==> src/rtl/uart_tx_arbiter.sv <==
// uart_tx_arbiter: round-robin scheduler sharing one UART transmitter among NUM_REQ byte producers.
// Latency: byte accepted in cycle N, tx_start pulses in cycle N+1; next accept only after tx_busy falls.
// Backpressure: req_ready is one-hot and only raised in IDLE to a valid candidate; all others wait.
//
// Ports:
//   sysclk, rst_n            clock, synchronous active-low reset
//   req_valid/req_data/req_last/req_ready   per-requester byte handshake (byte i at [8i+7:8i])
//   tx_data, tx_start, tx_busy              transmitter interface
//   grant_id                 index of the last accepted requester
//   active                   FSM not in IDLE
//   err                      sticky: tx_busy did not rise within BUSY_TIMEOUT cycles
//
// Optional feature: define UART_TX_ARB_LOCK_EN to keep a requester granted until it sends
// a byte with req_last=1 (message lock). Without it, arbitration is per byte.

module uart_tx_arbiter #(
  parameter int NUM_REQ      = 4,
  parameter int BUSY_TIMEOUT = 16
) (
  input  logic                       sysclk,
  input  logic                       rst_n,
  input  logic [NUM_REQ-1:0]         req_valid,
  input  logic [8*NUM_REQ-1:0]       req_data,
  input  logic [NUM_REQ-1:0]         req_last,
  output logic [NUM_REQ-1:0]         req_ready,
  output logic [7:0]                 tx_data,
  output logic                       tx_start,
  input  logic                       tx_busy,
  output logic [$clog2(NUM_REQ)-1:0] grant_id,
  output logic                       active,
  output logic                       err
);

  localparam int IDW = $clog2(NUM_REQ);
  localparam int CW  = $clog2(BUSY_TIMEOUT + 1);

  typedef enum logic [1:0] {
    IDLE      = 2'd0,
    ISSUE     = 2'd1,
    WAIT_BUSY = 2'd2,
    WAIT_DONE = 2'd3
  } state_t;

  state_t           state_q, state_d;
  logic [IDW-1:0]   ptr_q, ptr_d;
  logic [IDW-1:0]   grant_q, grant_d;
  logic [7:0]       tx_data_q, tx_data_d;
  logic             tx_start_q, tx_start_d;
  logic             active_q, active_d;
  logic             err_q, err_d;
  logic [CW-1:0]    cnt_q, cnt_d;

  logic [NUM_REQ-1:0] cand;
  logic               win_found;
  logic [IDW-1:0]     win_idx;
  logic [7:0]         win_byte;
  logic               accept;

`ifdef UART_TX_ARB_LOCK_EN
  logic             lock_vld_q, lock_vld_d;
  logic [IDW-1:0]   lock_id_q, lock_id_d;
`else
  // req_last only matters for the message lock.
  logic             unused_req_last;
  assign unused_req_last = ^req_last;
`endif

  // Candidate set: everyone valid, or only the locked requester while a message is open.
  always_comb begin
    cand = req_valid;
`ifdef UART_TX_ARB_LOCK_EN
    if (lock_vld_q) begin
      cand            = '0;
      cand[lock_id_q] = req_valid[lock_id_q];
    end
`endif
  end

  // Search from ptr+1 upward, wrapping by compare so the last winner is checked last.
  always_comb begin
    win_found = 1'b0;
    win_idx   = '0;
    win_byte  = 8'h00;
    for (int k = 1; k <= NUM_REQ; k++) begin
      int idx;
      idx = int'(ptr_q) + k;
      if (idx >= NUM_REQ) begin
        idx = idx - NUM_REQ;
      end
      if (!win_found && cand[idx]) begin
        win_found = 1'b1;
        win_idx   = IDW'(idx);
        win_byte  = req_data[8*idx +: 8];
      end
    end
  end

  // rst_n gates the handshake so nothing is consumed while reset is held.
  assign accept = (state_q == IDLE) && rst_n && win_found;

  always_comb begin
    req_ready = '0;
    if (accept) begin
      req_ready[win_idx] = 1'b1;
    end
  end

  always_comb begin
    state_d    = state_q;
    ptr_d      = ptr_q;
    grant_d    = grant_q;
    tx_data_d  = tx_data_q;
    tx_start_d = 1'b0;
    err_d      = err_q;
    cnt_d      = cnt_q;
`ifdef UART_TX_ARB_LOCK_EN
    lock_vld_d = lock_vld_q;
    lock_id_d  = lock_id_q;
`endif

    case (state_q)
      IDLE: begin
        if (accept) begin
          tx_data_d  = win_byte;
          grant_d    = win_idx;
          ptr_d      = win_idx;
          tx_start_d = 1'b1;
          state_d    = ISSUE;
`ifdef UART_TX_ARB_LOCK_EN
          lock_vld_d = !req_last[win_idx];
          lock_id_d  = win_idx;
`endif
        end
      end
      ISSUE: begin
        // tx_busy is deliberately not looked at here; the transmitter may raise it next cycle.
        cnt_d   = '0;
        state_d = WAIT_BUSY;
      end
      WAIT_BUSY: begin
        if (tx_busy) begin
          state_d = WAIT_DONE;
        end else if (cnt_q == CW'(BUSY_TIMEOUT - 1)) begin
          // Counter would reach BUSY_TIMEOUT: give up, drop the byte, keep the error sticky.
          err_d   = 1'b1;
          cnt_d   = '0;
          state_d = IDLE;
`ifdef UART_TX_ARB_LOCK_EN
          lock_vld_d = 1'b0;
`endif
        end else begin
          cnt_d = cnt_q + CW'(1);
        end
      end
      WAIT_DONE: begin
        if (!tx_busy) begin
          state_d = IDLE;
        end
      end
      default: begin
        state_d = IDLE;
      end
    endcase

    active_d = (state_d != IDLE);
  end

  always_ff @(posedge sysclk) begin
    if (!rst_n) begin
      state_q    <= IDLE;
      ptr_q      <= IDW'(NUM_REQ - 1);
      grant_q    <= '0;
      tx_data_q  <= 8'h00;
      tx_start_q <= 1'b0;
      active_q   <= 1'b0;
      err_q      <= 1'b0;
      cnt_q      <= '0;
`ifdef UART_TX_ARB_LOCK_EN
      lock_vld_q <= 1'b0;
      lock_id_q  <= '0;
`endif
    end else begin
      state_q    <= state_d;
      ptr_q      <= ptr_d;
      grant_q    <= grant_d;
      tx_data_q  <= tx_data_d;
      tx_start_q <= tx_start_d;
      active_q   <= active_d;
      err_q      <= err_d;
      cnt_q      <= cnt_d;
`ifdef UART_TX_ARB_LOCK_EN
      lock_vld_q <= lock_vld_d;
      lock_id_q  <= lock_id_d;
`endif
    end
  end

  assign tx_data  = tx_data_q;
  assign tx_start = tx_start_q;
  assign grant_id = grant_q;
  assign active   = active_q;
  assign err      = err_q;

endmodule

==> config.mk <==
export PLATFORM = sky130hd
export DESIGN_NAME = uart_tx_arbiter
export DESIGN_NICKNAME = d
export VERILOG_FILES = /design/src/rtl/uart_tx_arbiter.sv
export SDC_FILE = /design/constraint.sdc
export NUM_CORES = 1
export LEC_CHECK = 0
export BUFFER_PORTS_ARGS = -buffer_cell sky130_fd_sc_hd__buf_4
export CAP_MARGIN = 20
export CORE_UTILIZATION = 50
export CTS_BUF_LIST = sky130_fd_sc_hd__clkbuf_4
export CTS_CLUSTER_DIAMETER = 40
export DETAILED_ROUTE_END_ITERATION = 8
export PLACE_DENSITY = 0.76
export SYNTH_ARGS = -nofsm -noshare
export SYNTH_HDL_FRONTEND = slang
export SYNTH_SLANG_ARGS = --single-unit
==> constraint.sdc <==
create_clock -name sysclk -period 3.6 [get_ports sysclk]
set_input_delay 0.36 -clock sysclk [delete_from_list [all_inputs] [get_ports sysclk]]
set_output_delay 0.36 -clock sysclk [all_outputs]
set_load 0.03 [all_outputs]
==> results.yml <==
cells_and_area:
  drive_gt1_share_pct: 44.9
  multi_input_area_um2: 1770
  fillCellCount: 379
  register_area_um2: 442
  diodes: 0
  fin_nets: 322
  fin_cells: 324
  area_growth_pct: 18.2
critical_path:
  reg2reg_depth: 6
  r2r_start: "ptr_q[0]"
  crit_required_ns: 3.24
  startpoint: "ptr_q[0]"
  crit_path_start_kind: "register"
  end_kind: "output port"
  critPathMaxFanout: 11
  path_class: "reg -> out"
  crit_arrival_ns: 2.71
power:
  ir_worst_vdd_mv: 0.255
  power_mw: 1.98
  power_density_nw_per_um2: 710
  p_leak_nw: 1.14
die:
  die_area_um2: 4990
  die_x_um: 70.6
  rows: 24
  coreArea_um2: 4440
  io_pins: 60
  die_h_um: 70.6
  start_util_pct: 53.0
logic_synthesis:
  ys_ff_latch: 22
  syn_avg_cell_area_um2: 10.1
  synth_edf_count: 0
  seq_area_frac_synth_pct: 18.7
  synthCells: 233
  syn-cell-area_um2: 2350
  synth_ff_type: "dfxtp_1"
  synth_nets: 282
  yosys_warnings: 0
  synth.distinct_cells: 51
  ys_async_sr_fraction_pct: 0
global_route:
  antenna_found_initial: 0
  grt-ovfl-total: 0
  grt_pass1_vias: 1966
  grt_pass1_wl_um: 9340
  grt.total_usage_pct: 22.9
  grt_max_degree: 52
route:
  drt-total-wl_um: 5420
  vias: 2116
  drc_errors: 8
  drt-initial-drc-count: 105
  vias_per_cell: 6.53
  avgRoutedWirePerCell_um: 16.7
  dr.pass1.iters: 6
  antenna_left: 0
sta:
  hold_viol_final: 0
  finClkSkew_ns: 0.0113
  worst_slew_pin_slew_ns: 0.684
  drv_slew: 0
  fmax_mhz: 326
  layout_min_cycle_time_ns: 3.07
  setup_viol: 0
  finalCritPeriodShare_pct: 85.2
  max_slew_margin_pct: 54.4
  rsz0062_at_grt: "no"
  setup_tns_ns: 0
placement:
  portBuffers: 55
  place_inst: 320
  place_congestion: 0.823
  dp_hpwl_um: 3910
clock_tree:
  cts_resized: 0
  htree_num_levels: 1
  clkSinkCount: 22
  insertion_delay_ns: 0.31
  clk_pin_slew_worst_paths_ns: 0.12
  post-cts-setup-buffers: 0
  root_buffer: "clkbuf_4"
  numCtsBuffers: 3
  cts_tree: "yes"
  hold_buffers: 0
  clk_path_buf_depth: 2
hold_path:
  holdCritPathClass: "in -> reg"
  hold_start: "tx_busy"
  hold_depth: 3
outcome:
  violations: "DRC"
  status: "finished with violations"
run:
  max-cap-violations: 0
## cell type report
type | count | share of cell area (%)
clock buffers | 3 | 0.809
clock inverters | 1 | 1.08
inverters | 4 | 0.539
multi-input cells | 184 | 63.7
flip-flops and latches | 22 | 15.9
well taps | 52 | 2.34
repair buffers | 58 | 15.6
## cell usage after synthesis, drive strengths merged, types with 2 or more instances
library cell  number  area (µm²)
a221oi             2        17.5
a311oi             2        17.5
a21boi             2        15.0
nor3               2        10.0
nand2b             5        41.3
or2                2        12.5
nand3b             2        15.0
or3b               2        17.5
mux2i              3        30.0
a2bb2oi            2        17.5
o211ai             7        82.6
a22oi             13        97.6
a31oi              2        12.5
mux2              16         180
nor2b              7        43.8
and3               4        25.0
ha                 6        75.1
o21ai             10        50.1
a22o               2        17.5
nand3             25         130
nor3b              3        22.5
xnor2              2        17.5
dfxtp             22         440
buf               15        95.1
nand2              4        17.5
nor2               7        26.3
inv                4        15.0
mux4              27         608
a21oi             16        87.6
or3                2        12.5
clkbuf             8        30.0
## flip-flops by register name, summed over array words and instances, names as in the netlist
signal	count
grant_id	2
err	1
ptr_q	2
cnt_q	5
tx_start	1
state_q	2
active	1
tx_data	8
## metrics by stage
| stage | util [%] | setup slack [ns] | hold WS [ns] | area [µm²] |
|---|---|---|---|---|
| floorplan | - | 0.885 | 0.420 | 2350 |
| global placement | 61.5 | 0.902 | 0.432 | 2730 |
| detailed placement | 61.5 | 0.883 | 0.439 | 2730 |
| CTS | 62.6 | 0.517 | 0.340 | 2780 |
| global route | 62.6 | 0.325 | 0.349 | 2780 |
| finish | 62.6 | 0.534 | 0.347 | 2780 |
## path summary, 6_finish.rpt
path | slack [ns] | endpoint
min | 0.35 | state_q[0]
min reg2reg | 0.46 | cnt_q[4]
max reg2reg | 1.22 | tx_data[1]
max | 0.53 | req_ready[0]
## critical path: stages, from the launching register on
cell and delay (ns):
dfxtp_2 0.42, inv_1 0.14, ha_1 0.45, mux4_2 0.50, nand2b_1 0.24, xnor2_1 0.29, and3_1 0.21, buf_4 0.15
## layer usage
metal	routed length (µm)	vias to the layer above	track usage [%]
met4	23	0	3.11
met2	2590	72	37.3
met5	0	-	0
li1	-	1006	-
met3	270	4	3.42
met1	2540	1034	33.2
## placed cells by master, fill, tap and decap left out, types with 2 or more instances in the layout
master,count
a21boi_0,2
a21oi_1,14
a21oi_2,2
a221oi_1,2
a22o_1,2
a22oi_1,13
a2bb2oi_1,2
a311oi_1,2
a31oi_1,2
and3_1,4
buf_4,58
clkbuf_4,3
dfxtp_1,21
ha_1,6
inv_1,3
mux2_2,16
mux2i_1,3
mux4_2,27
nand2_1,3
nand2b_1,3
nand3_1,24
nand3b_1,2
nor2_1,7
nor2b_1,7
nor3_1,2
nor3b_1,3
o211ai_2,6
o21ai_0,8
o21ai_1,2
or3_1,2
xnor2_1,2
## cell families (layout without fill, tap and decap cells)
logic type	count (synthesis)	in the layout	synth area share (%)
flops	22	22	18.7
mux	46	46	34.8
xor+xnor	2	2	0.744
simple gates	69	69	17.4
compound gates	61	61	19.3
fa+ha+maj	6	6	3.19
buf+inv	27	66	5.95
## report_power, final
part           total (mW)  internal [mW]  switching (mW)
sequential          0.344          0.301          0.0423
clock               0.189          0.113          0.0763
combinational        1.44          0.670           0.773
Note: power is estimated with default switching activity, not from simulation.
